==> src/rtl/wordcount_xfer_sequencer_if.sv <==
// Transfer-control handshake between the sequencer and one AXI master
// (reader or writer): start pulse, done pulse, address and size.
interface wordcount_xfer_sequencer_if;
  logic        start;
  logic        done;
  logic [63:0] addr_offset;
  logic [63:0] xfer_size_in_bytes;

  modport master (output start, output addr_offset, output xfer_size_in_bytes, input done);
  modport slave  (input start, input addr_offset, input xfer_size_in_bytes, output done);
endinterface

==> src/rtl/wordcount_xfer_sequencer.sv <==
// Sequences one word-count job: the input region is split into bounded
// read bursts on the reader port, then one write of the result region is
// issued on the writer port. All outputs are registered.
module wordcount_xfer_sequencer #(
  parameter int unsigned WORD_BYTES      = 8,
  parameter int unsigned MAX_CHUNK_BYTES = 16384,
  parameter int unsigned ADDR_ALIGN      = 64
) (
  input  logic                              clk,
  input  logic                              reset,
  input  logic                              kick_i,
  output logic                              busy_o,
  output logic                              done_o,
  input  logic [31:0]                       command_i,
  input  logic [31:0]                       num_of_words_i,
  input  logic [63:0]                       global_memory_offset_i,
  input  logic [31:0]                       result_bytes_i,
  output logic [31:0]                       chunk_count_o,
  wordcount_xfer_sequencer_if.master        rd_ctrl,
  wordcount_xfer_sequencer_if.master        wr_ctrl
);

  typedef enum logic [2:0] {IDLE, RD_ISSUE, RD_WAIT, WR_ISSUE, WR_WAIT, FIN} state_t;

  localparam logic [63:0] CHUNK_MAX  = 64'(MAX_CHUNK_BYTES);
  localparam logic [63:0] ALIGN_MASK = 64'(ADDR_ALIGN) - 64'd1;

  state_t      state_q;
  logic [1:0]  cmd_q;
  logic [31:0] res_q;
  logic [63:0] wr_base_q;
  logic [63:0] rd_remain_q;   // bytes left to read, including the chunk in flight
  logic [63:0] rd_addr_q;
  logic [63:0] rd_size_q;
  logic        rd_start_q;
  logic [63:0] wr_addr_q;
  logic [63:0] wr_size_q;
  logic        wr_start_q;
  logic        busy_q;
  logic        done_q;
  logic [31:0] chunk_q;

  logic [63:0] rd_total_d;
  logic [63:0] wr_base_d;
  logic [63:0] rd_remain_d;
  logic [63:0] rd_addr_d;
  logic        unused_cmd;

  // Job geometry from the live inputs (used at kick) and the advance of
  // the read cursor once the outstanding chunk completes.
  assign rd_total_d  = 64'(num_of_words_i) * 64'(WORD_BYTES);
  assign wr_base_d   = (global_memory_offset_i + rd_total_d + ALIGN_MASK) & ~ALIGN_MASK;
  assign rd_remain_d = rd_remain_q - rd_size_q;
  assign rd_addr_d   = rd_addr_q + rd_size_q;
  assign unused_cmd  = ^command_i[31:2];

  function automatic logic [63:0] clip_chunk(input logic [63:0] r);
    return (r > CHUNK_MAX) ? CHUNK_MAX : r;
  endfunction

  assign rd_ctrl.start              = rd_start_q;
  assign rd_ctrl.addr_offset        = rd_addr_q;
  assign rd_ctrl.xfer_size_in_bytes = rd_size_q;
  assign wr_ctrl.start              = wr_start_q;
  assign wr_ctrl.addr_offset        = wr_addr_q;
  assign wr_ctrl.xfer_size_in_bytes = wr_size_q;
  assign busy_o                     = busy_q;
  assign done_o                     = done_q;
  assign chunk_count_o              = chunk_q;

  // Job FSM; start pulses are set on entry to an ISSUE state so they line
  // up with it, done/busy-clear are set from FIN so they show the cycle after.
  always_ff @(posedge clk) begin
    if (reset) begin
      state_q     <= IDLE;
      cmd_q       <= '0;
      res_q       <= '0;
      wr_base_q   <= '0;
      rd_remain_q <= '0;
      rd_addr_q   <= '0;
      rd_size_q   <= '0;
      rd_start_q  <= 1'b0;
      wr_addr_q   <= '0;
      wr_size_q   <= '0;
      wr_start_q  <= 1'b0;
      busy_q      <= 1'b0;
      done_q      <= 1'b0;
      chunk_q     <= '0;
    end else begin
      rd_start_q <= 1'b0;
      wr_start_q <= 1'b0;
      done_q     <= 1'b0;
      case (state_q)
        IDLE: begin
          if (kick_i) begin
            cmd_q       <= command_i[1:0];
            res_q       <= result_bytes_i;
            wr_base_q   <= wr_base_d;
            rd_remain_q <= rd_total_d;
            chunk_q     <= '0;
            busy_q      <= 1'b1;
            if (command_i[0] && (rd_total_d != 64'd0)) begin
              rd_addr_q  <= global_memory_offset_i;
              rd_size_q  <= clip_chunk(rd_total_d);
              rd_start_q <= 1'b1;
              state_q    <= RD_ISSUE;
            end else if (command_i[1] && (result_bytes_i != 32'd0)) begin
              wr_addr_q  <= wr_base_d;
              wr_size_q  <= 64'(result_bytes_i);
              wr_start_q <= 1'b1;
              state_q    <= WR_ISSUE;
            end else begin
              state_q <= FIN;
            end
          end
        end
        RD_ISSUE: state_q <= RD_WAIT;
        RD_WAIT: begin
          if (rd_ctrl.done) begin
            chunk_q     <= chunk_q + 32'd1;
            rd_remain_q <= rd_remain_d;
            if (rd_remain_d == 64'd0) begin
              if (cmd_q[1] && (res_q != 32'd0)) begin
                wr_addr_q  <= wr_base_q;
                wr_size_q  <= 64'(res_q);
                wr_start_q <= 1'b1;
                state_q    <= WR_ISSUE;
              end else begin
                state_q <= FIN;
              end
            end else begin
              rd_addr_q  <= rd_addr_d;
              rd_size_q  <= clip_chunk(rd_remain_d);
              rd_start_q <= 1'b1;
              state_q    <= RD_ISSUE;
            end
          end
        end
        WR_ISSUE: state_q <= WR_WAIT;
        WR_WAIT: begin
          if (wr_ctrl.done) state_q <= FIN;
        end
        FIN: begin
          done_q  <= 1'b1;
          busy_q  <= 1'b0;
          state_q <= IDLE;
        end
        default: state_q <= IDLE;
      endcase
    end
  end

endmodule

==> src/flat_wrapper.sv <==
// flat-port wrapper written by rule: the top's interface ports become plain ports
module wordcount_xfer_sequencer_flat 
#(
  parameter int unsigned WORD_BYTES      = 8,
  parameter int unsigned MAX_CHUNK_BYTES = 16384,
  parameter int unsigned ADDR_ALIGN      = 64
)
  (clk, reset, kick_i, busy_o, done_o, command_i, num_of_words_i, global_memory_offset_i, result_bytes_i, chunk_count_o, rd_ctrl_start, rd_ctrl_addr_offset, rd_ctrl_xfer_size_in_bytes, rd_ctrl_done, wr_ctrl_start, wr_ctrl_addr_offset, wr_ctrl_xfer_size_in_bytes, wr_ctrl_done);
  wordcount_xfer_sequencer_if rd_ctrl_i ();
  wordcount_xfer_sequencer_if wr_ctrl_i ();
  input  logic clk;
  input  logic reset;
  input  logic kick_i;
  output logic busy_o;
  output logic done_o;
  input  logic [31:0] command_i;
  input  logic [31:0] num_of_words_i;
  input  logic [63:0] global_memory_offset_i;
  input  logic [31:0] result_bytes_i;
  output logic [31:0] chunk_count_o;
  output wire logic [$bits(rd_ctrl_i.start)-1:0] rd_ctrl_start;
  output wire logic [$bits(rd_ctrl_i.addr_offset)-1:0] rd_ctrl_addr_offset;
  output wire logic [$bits(rd_ctrl_i.xfer_size_in_bytes)-1:0] rd_ctrl_xfer_size_in_bytes;
  input wire logic [$bits(rd_ctrl_i.done)-1:0] rd_ctrl_done;
  output wire logic [$bits(wr_ctrl_i.start)-1:0] wr_ctrl_start;
  output wire logic [$bits(wr_ctrl_i.addr_offset)-1:0] wr_ctrl_addr_offset;
  output wire logic [$bits(wr_ctrl_i.xfer_size_in_bytes)-1:0] wr_ctrl_xfer_size_in_bytes;
  input wire logic [$bits(wr_ctrl_i.done)-1:0] wr_ctrl_done;
  assign rd_ctrl_start = rd_ctrl_i.start;
  assign rd_ctrl_addr_offset = rd_ctrl_i.addr_offset;
  assign rd_ctrl_xfer_size_in_bytes = rd_ctrl_i.xfer_size_in_bytes;
  assign rd_ctrl_i.done = rd_ctrl_done;
  assign wr_ctrl_start = wr_ctrl_i.start;
  assign wr_ctrl_addr_offset = wr_ctrl_i.addr_offset;
  assign wr_ctrl_xfer_size_in_bytes = wr_ctrl_i.xfer_size_in_bytes;
  assign wr_ctrl_i.done = wr_ctrl_done;
  wordcount_xfer_sequencer #(.WORD_BYTES(WORD_BYTES), .MAX_CHUNK_BYTES(MAX_CHUNK_BYTES), .ADDR_ALIGN(ADDR_ALIGN)) u_core (.clk(clk), .reset(reset), .kick_i(kick_i), .busy_o(busy_o), .done_o(done_o), .command_i(command_i), .num_of_words_i(num_of_words_i), .global_memory_offset_i(global_memory_offset_i), .result_bytes_i(result_bytes_i), .chunk_count_o(chunk_count_o), .rd_ctrl(rd_ctrl_i), .wr_ctrl(wr_ctrl_i));
endmodule
==> config.mk <==
export PLATFORM = sky130hd
export DESIGN_NAME = wordcount_xfer_sequencer_flat
export DESIGN_NICKNAME = d
export VERILOG_FILES = /design/src/rtl/wordcount_xfer_sequencer_if.sv /design/src/rtl/wordcount_xfer_sequencer.sv /design/src/flat_wrapper.sv
export SDC_FILE = /design/constraint.sdc
export NUM_CORES = 1
export LEC_CHECK = 0
export CORE_ASPECT_RATIO = 2
export CORE_MARGIN = 10
export CORE_UTILIZATION = 35
export CTS_CLUSTER_DIAMETER = 50
export DETAILED_ROUTE_END_ITERATION = 8
export PLACE_DENSITY = 0.66
export SETUP_SLACK_MARGIN = 0.3
export SYNTH_ARGS = -nofsm -noshare
export SYNTH_HDL_FRONTEND = slang
export SYNTH_SLANG_ARGS = --single-unit
export TNS_END_PERCENT = 50
==> constraint.sdc <==
create_clock -name clk -period 7.6 [get_ports clk]
set_clock_uncertainty 0.2 [all_clocks]
set_input_delay 1.52 -clock clk [delete_from_list [all_inputs] [get_ports clk]]
set_output_delay 1.52 -clock clk [all_outputs]
set_load 0.02 [all_outputs]
==> results of run 1 <==
==> power by group through the flow <==
| stage | Clock [mW] | Sequential [mW] | Combinational (mW) |
|---|---|---|---|
| CTS | 2.42 | 2.62 | 3.99 |
| finish | 2.37 | 2.62 | 4.03 |
| global route | 2.49 | 2.65 | 4.35 |
| global placement | 0 | 2.66 | 3.96 |
| detailed placement | 0 | 2.67 | 3.97 |
| floorplan | 0 | 2.78 | 2.50 |
==> cells by family (layout without fill, tap and decap cells) <==
group           after synthesis  after routing
mux                          40             40
fa+ha+maj                   195            195
compound gates             1062           1062
flops                       412            412
other cells                   1             45
simple gates               1189           1189
xor+xnor                    169            169
buf+inv                     396            665
==> registers in the layout, indices dropped and copies added (netlist names), 3 cells and up <==
name	count
u_core.chunk_count_o	32
u_core.rd_remain_q	64
u_core.rd_ctrl.xfer_size_in_bytes	64
u_core.wr_ctrl.xfer_size_in_bytes	32
u_core.wr_ctrl.addr_offset	58
u_core.res_q	32
u_core.rd_ctrl.addr_offset	64
u_core.wr_base_q	58
u_core.state_q	3
==> placed cells by master (no fill, tap or decap), drive strengths merged, types with 44 or more instances in the layout <==
| cell | count |
|---|---|
| clkbuf | 63 |
| nor3 | 101 |
| a311oi | 51 |
| a211oi | 71 |
| dfxtp | 412 |
| a22o | 83 |
| a21o | 82 |
| clkdlybuf4s50 | 387 |
| nor2b | 44 |
| inv | 165 |
| xor2 | 77 |
| a21oi | 281 |
| nand3 | 59 |
| nand2 | 394 |
| nor2 | 374 |
| xnor2 | 92 |
| o21ai | 169 |
| ha | 193 |
==> worst paths after layout <==
kind | cells after the start | end | start
worst max-delay path | 16 | u_core.rd_ctrl.addr_offset[63] | u_core.rd_ctrl.xfer_size_in_bytes[0]
worst min register to register | 2 | u_core.wr_ctrl.addr_offset[49] | u_core.wr_ctrl.addr_offset[49]
worst min-delay path | 2 | u_core.wr_ctrl.addr_offset[49] | u_core.wr_ctrl.addr_offset[49]
worst max register to register | 16 | u_core.rd_ctrl.addr_offset[63] | u_core.rd_ctrl.xfer_size_in_bytes[0]
==> routing by layer <==
| metal | vias up | share of wire | GRT usage |
|---|---|---|---|
| met3 | 278 | 0.069 | 0.0493 |
| li1 | 13000 | - | - |
| met1 | 13000 | 0.38 | 0.258 |
| met4 | 6 | 0.063 | 0.143 |
| met5 | - | 0.00033 | 0 |
| met2 | 998 | 0.49 | 0.416 |
==> critical path: cells and delay by family (launching register included) <==
kind | cells | cell delay [ps]
buf+inv | 1 | 660
flops | 1 | 390
compound gates | 6 | 2270
fa+ha+maj | 2 | 680
simple gates | 7 | 1890
==> per-stage QoR <==
stage          utilization  area (um2)  hold WS [ps]  setup slack, ps
3_5_place_dp         0.409       31900           236             1200
5_1_grt              0.430       33500           271              794
6_report             0.430       33500           249             1140
4_1_cts              0.429       33500           252             1270
2_1_floorplan            -       27600           217             2460
3_3_place_gp         0.409       31900           230             1290
==> final cells by class <==
type,count,area share
multi-input cells,2693,0.526
clock buffers,63,0.0392
clock inverters,20,0.00743
well taps,1029,0.0384
inverters,162,0.0181
flip-flops and latches,412,0.246
repair buffers,420,0.124
diodes,7,0.000523
==> impl_metrics.env, run 1 <==
export IMPL_dr_first_iter_drc_count=2228
export IMPL_synthSimpleGateAreaFrac=0.201
export IMPL_pin_count=457
export IMPL_synth_edf_count=0
export IMPL_cp_start_kind="register"
export IMPL_yosysSeqAreaShare=0.301
export IMPL_p_seq_frac=0.291
export IMPL_crit_chain="ha_1, fa_1, nor2b_1, o31a_1, o211ai_1, a211oi_1, nor3_1, o31a_1, nor3_1, nor4b_1, and4b_1, and4_2, a31oi_4, buf_12, nand2_1, o221ai_1"
export IMPL_grt_max_degree=201
export IMPL_synth_cells=3464
export IMPL_p_total_mw=9.02
export IMPL_die_h_um=416
export IMPL_clockBufferDepth=3
export IMPL_setup_tns_ps=0
export IMPL_synth_mux_area_frac=0.0146
export IMPL_synth_common_cells="412 x dfxtp_1, 394 x nand2_1, 371 x nor2_1"
export IMPL_cts_buffers=45
export IMPL_ff_latch_area_um2=8250
export IMPL_synth_top_family_by_area="compound AO/OA/AOI/OAI gates"
export IMPL_clkTransAtPathRegs_ps=70
export IMPL_ant_nets=0
export IMPL_nets=4094
export IMPL_synth_area_leader_cell="dfxtp_1"
export IMPL_crit_slowest_cell="a211oi_1"
export IMPL_p_int_mw=5.28
export IMPL_stdcell_count=4806
export IMPL_worstHoldPathType="reg2reg"
export IMPL_via_per_inst=5.69
export IMPL_std_cell_rows=145
export IMPL_synth_area_um2=27400
export IMPL_r2r_slack_ps=1140
export IMPL_drive_gt1_frac=0.0576
export IMPL_post_cts_buffers=0
export IMPL_power_switching_mw=3.74
export IMPL_grt_overflow_total=0
export IMPL_synthAdderAreaFrac=0.0895
export IMPL_fillers=7914
export IMPL_ys_flop_type="dfxtp_1"
export IMPL_drc=0
export IMPL_insertion_delay_ps=610
export IMPL_area_delta_synth_final_pct=22.2
export IMPL_worstSetupPathType="reg2reg"
export IMPL_totalWireLength_mm=113
export IMPL_synth_area_leaders="dfxtp_1 30%, ha_1 8.8%, nand2_1 5.4%"
export IMPL_max_slew_margin=0.253
export IMPL_multi_input_area_um2=17600
export IMPL_async_flop_share=0
export IMPL_comb_power_share=0.447
export IMPL_vias=27400
export IMPL_worstPathArrival_ps=6770
export IMPL_synth_xor_area_frac=0.0540
export IMPL_p_leak_nw=13.3
export IMPL_yosysMostFrequentCell="dfxtp_1"
export IMPL_finalHoldViolCount=0
export IMPL_ctsResizeCount=0
export IMPL_cp_required_ps=7910
export IMPL_yosysUniqueCellTypes=92
export IMPL_fin_crit_ps=6460
export IMPL_peakVddDrop_uv=165
export IMPL_synth_seq_cells=412
export IMPL_clockPowerShare=0.263
export IMPL_tightest_slew_ps=1090
export IMPL_antenna_found_initial=12
export IMPL_critPathMaxFanout=200
export IMPL_dp_hpwl_mm=88.3
export IMPL_drv_cap=0
export IMPL_rsz0062_at_grt="no"
export IMPL_die_width_um=218
export IMPL_dieArea_um2=90600
export IMPL_cts_tree="done"
export IMPL_fin_crit_sh=0.850
export IMPL_ys_warn_count=0
export IMPL_h_tree_depth=2
export IMPL_placed_cells=4716
export IMPL_setup_violations_final=0
export IMPL_cts_hold_buf=0
export IMPL_drv_slew=0
export IMPL_wl_per_cell_um=23.4
export IMPL_initial_core_util=0.352
export IMPL_power_density_nw_per_um2=269
export IMPL_track_usage=0.238
export IMPL_fmax_mhz=155
export IMPL_grt_first_pass_wirelength_mm=167
export IMPL_max_stage_delay_ps=920
export IMPL_drt_pass1_iterations=6
export IMPL_power_share_switching=0.415
export IMPL_end_kind="register"
export IMPL_gp_congestion=0.997
export IMPL_syn_avg_cell_area_um2=7.92
export IMPL_synth_top_cell_area_share=0.301
export IMPL_core_um2=78000
export IMPL_io_buffers=388
export IMPL_status="finished, final reports clean"
export IMPL_grt_pass1_vias=26900
export IMPL_cts_root_buffer="clkbuf_16"
export IMPL_synth_compound_area_frac=0.276
export IMPL_cts_sinks=412
No activity file was read; power rests on OpenSTA's default activity.
==> run 2, diff against run 1 <==
==> constraint.sdc (replaced) <==
create_clock -name clk -period 6.3 [get_ports clk]
set_clock_uncertainty 0.2 [all_clocks]
set_input_delay 1.26 -clock clk [delete_from_list [all_inputs] [get_ports clk]]
set_output_delay 1.26 -clock clk [all_outputs]
set_load 0.02 [all_outputs]
==> run 2 against run 1 <==
Effect of this change: non-clock buffer count is 54 higher; register-to-register slack worse by 840 ps; sequential share of layout area is 0.41 points lower; wire length is 1.9% higher; critical path depth stayed put; total power is 23% higher; die area stayed put; clock power is 24% higher; first-iteration DRC count is 12% lower; final area is 1.7% higher; sequential power is 21% higher.
==> impl_metrics.env, run 2 (same netlist as run 1, synthesis figures left out) <==
export IMPL_crit_top_cell="a21oi_1"
export IMPL_worstSetupPathType="reg2reg"
export IMPL_pin_count=457
export IMPL_grt_overflow_total=0
export IMPL_final_cell_area_um2=34100
export IMPL_cpLargestDelayFamily="compound AO/OA/AOI/OAI gates"
export IMPL_die_h_um=416
export IMPL_grt_max_degree=107
export IMPL_tightest_slew_ps=1130
export IMPL_multi_input_area_um2=17600
export IMPL_io_buffers=388
export IMPL_finalHoldViolCount=0
export IMPL_crit_chain="inv_1, ha_1, a21oi_1, o21ai_1, a21boi_0, a21oi_1, o211a_1, or3_1, a211oi_1, nand4_1, nor4_1, and4_2, a31oi_4, buf_12, buf_4, nor3_1"
export IMPL_ant_nets=0
export IMPL_setup_tns_ps=0
export IMPL_ctsResizeCount=0
export IMPL_clkTransAtPathRegs_ps=70
export IMPL_worstPathArrival_ps=6320
export IMPL_nets=4150
export IMPL_std_cell_rows=145
export IMPL_worstHoldPathType="reg2reg"
export IMPL_crit_slowest_cell="a211oi_1"
export IMPL_h_tree_depth=2
export IMPL_cp_required_ps=6620
export IMPL_end_kind="register"
export IMPL_final_common_cell="dfxtp_1"
export IMPL_p_leak_nw=13.6
export IMPL_cp_num_buf_inv=3
export IMPL_gp_congestion=1.01
export IMPL_cts_hold_buf=0
export IMPL_cts_sinks=412
export IMPL_max_slew_margin=0.240
export IMPL_core_um2=78000
export IMPL_die_width_um=218
export IMPL_fin_crit_sh=0.953
export IMPL_power_density_nw_per_um2=326
export IMPL_setup_violations_final=0
export IMPL_peakVddDrop_uv=201
export IMPL_via_per_inst=5.70
export IMPL_cts_root_buffer="clkbuf_16"
export IMPL_wl_per_cell_um=23.6
export IMPL_drive_gt1_frac=0.0726
export IMPL_dieArea_um2=90600
export IMPL_critPathMaxFanout=106
export IMPL_cts_tree="done"
export IMPL_fmax_mhz=167
export IMPL_post_cts_buffers=0
export IMPL_vias=27800
export IMPL_cp_start_kind="register"
export IMPL_drt_pass1_iterations=9
export IMPL_antenna_found_initial=12
export IMPL_fin_crit_ps=6000
export IMPL_drv_cap=0
export IMPL_initial_core_util=0.352
export IMPL_drc=0
export IMPL_area_delta_synth_final_pct=24.2
export IMPL_insertion_delay_ps=630
export IMPL_totalWireLength_mm=115
export IMPL_cts_buffers=47
export IMPL_placed_cells=4770
export IMPL_final_cell_mix="412 x dfxtp_1, 393 x nand2_1, 387 x clkdlybuf4s50_1"
export IMPL_status="finished, final reports clean"
export IMPL_p_total_mw=11.1
export IMPL_dp_hpwl_mm=90.4
export IMPL_placed_cell_area_um2=32400
export IMPL_track_usage=0.241
export IMPL_stdcell_count=4865
export IMPL_dr_first_iter_drc_count=1961
export IMPL_fillers=7873
export IMPL_drv_slew=0
export IMPL_ff_latch_area_um2=8250
export IMPL_grt_first_pass_wirelength_mm=168
export IMPL_max_stage_delay_ps=600
export IMPL_clockBufferDepth=3
export IMPL_rsz0062_at_grt="no"
export IMPL_grt_pass1_vias=27000
-- run 2: worst register-to-register path, stage by stage, from the launching register on --
cell	delay [ps]
dfxtp_1	430
inv_1	80
ha_1	380
a21oi_1	410
o21ai_1	190
a21boi_0	260
a21oi_1	300
o211a_1	360
or3_1	360
a211oi_1	600
nand4_1	350
nor4_1	490
and4_2	440
a31oi_4	150
buf_12	260
buf_4	530
nor3_1	140
-- run 2: cell type report --
cell class,instances,share of cell area
well taps,1029,0.0378
clock buffers,57,0.0377
multi-input cells,2693,0.517
flip-flops and latches,412,0.242
clock inverters,29,0.0104
inverters,162,0.0178
diodes,9,0.000661
repair buffers,474,0.136
-- run 2: worst paths after layout --
kind,from,to,slack (ps),cells past startpoint
min,u_core.wr_base_q[62],u_core.wr_base_q[62],250,2
max,u_core.rd_ctrl.xfer_size_in_bytes[13],u_core.rd_ctrl.xfer_size_in_bytes[61],300,16
min reg2reg,u_core.wr_base_q[62],u_core.wr_base_q[62],250,2
max reg2reg,u_core.rd_ctrl.xfer_size_in_bytes[13],u_core.rd_ctrl.xfer_size_in_bytes[61],300,16
-- run 2: per-stage QoR --
| stage | hold WS [ps] | utilization | setup slack [ps] |
|---|---|---|---|
| floorplan | 217 | - | 1420 |
| global placement | 229 | 0.416 | 344 |
| detailed placement | 237 | 0.416 | 418 |
| CTS | 253 | 0.436 | 609 |
| global route | 275 | 0.437 | 307 |
| finish | 248 | 0.437 | 298 |
-- run 2: where the power goes --
group          total [mW]  internal, mW  switching, mW
registers            3.16          2.92          0.245
clock network        2.93          1.65           1.29
logic                5.03          1.90           3.13
total                11.1          6.46           4.66
-- run 2: routing by layer --
metal / part of all wire / up-vias / track usage
li1: - / 13200 / -
met1: 0.38 / 13300 / 0.257
met2: 0.49 / 1009 / 0.421
met3: 0.064 / 285 / 0.0494
met4: 0.066 / 4 / 0.156
met5: 0.00023 / - / 0
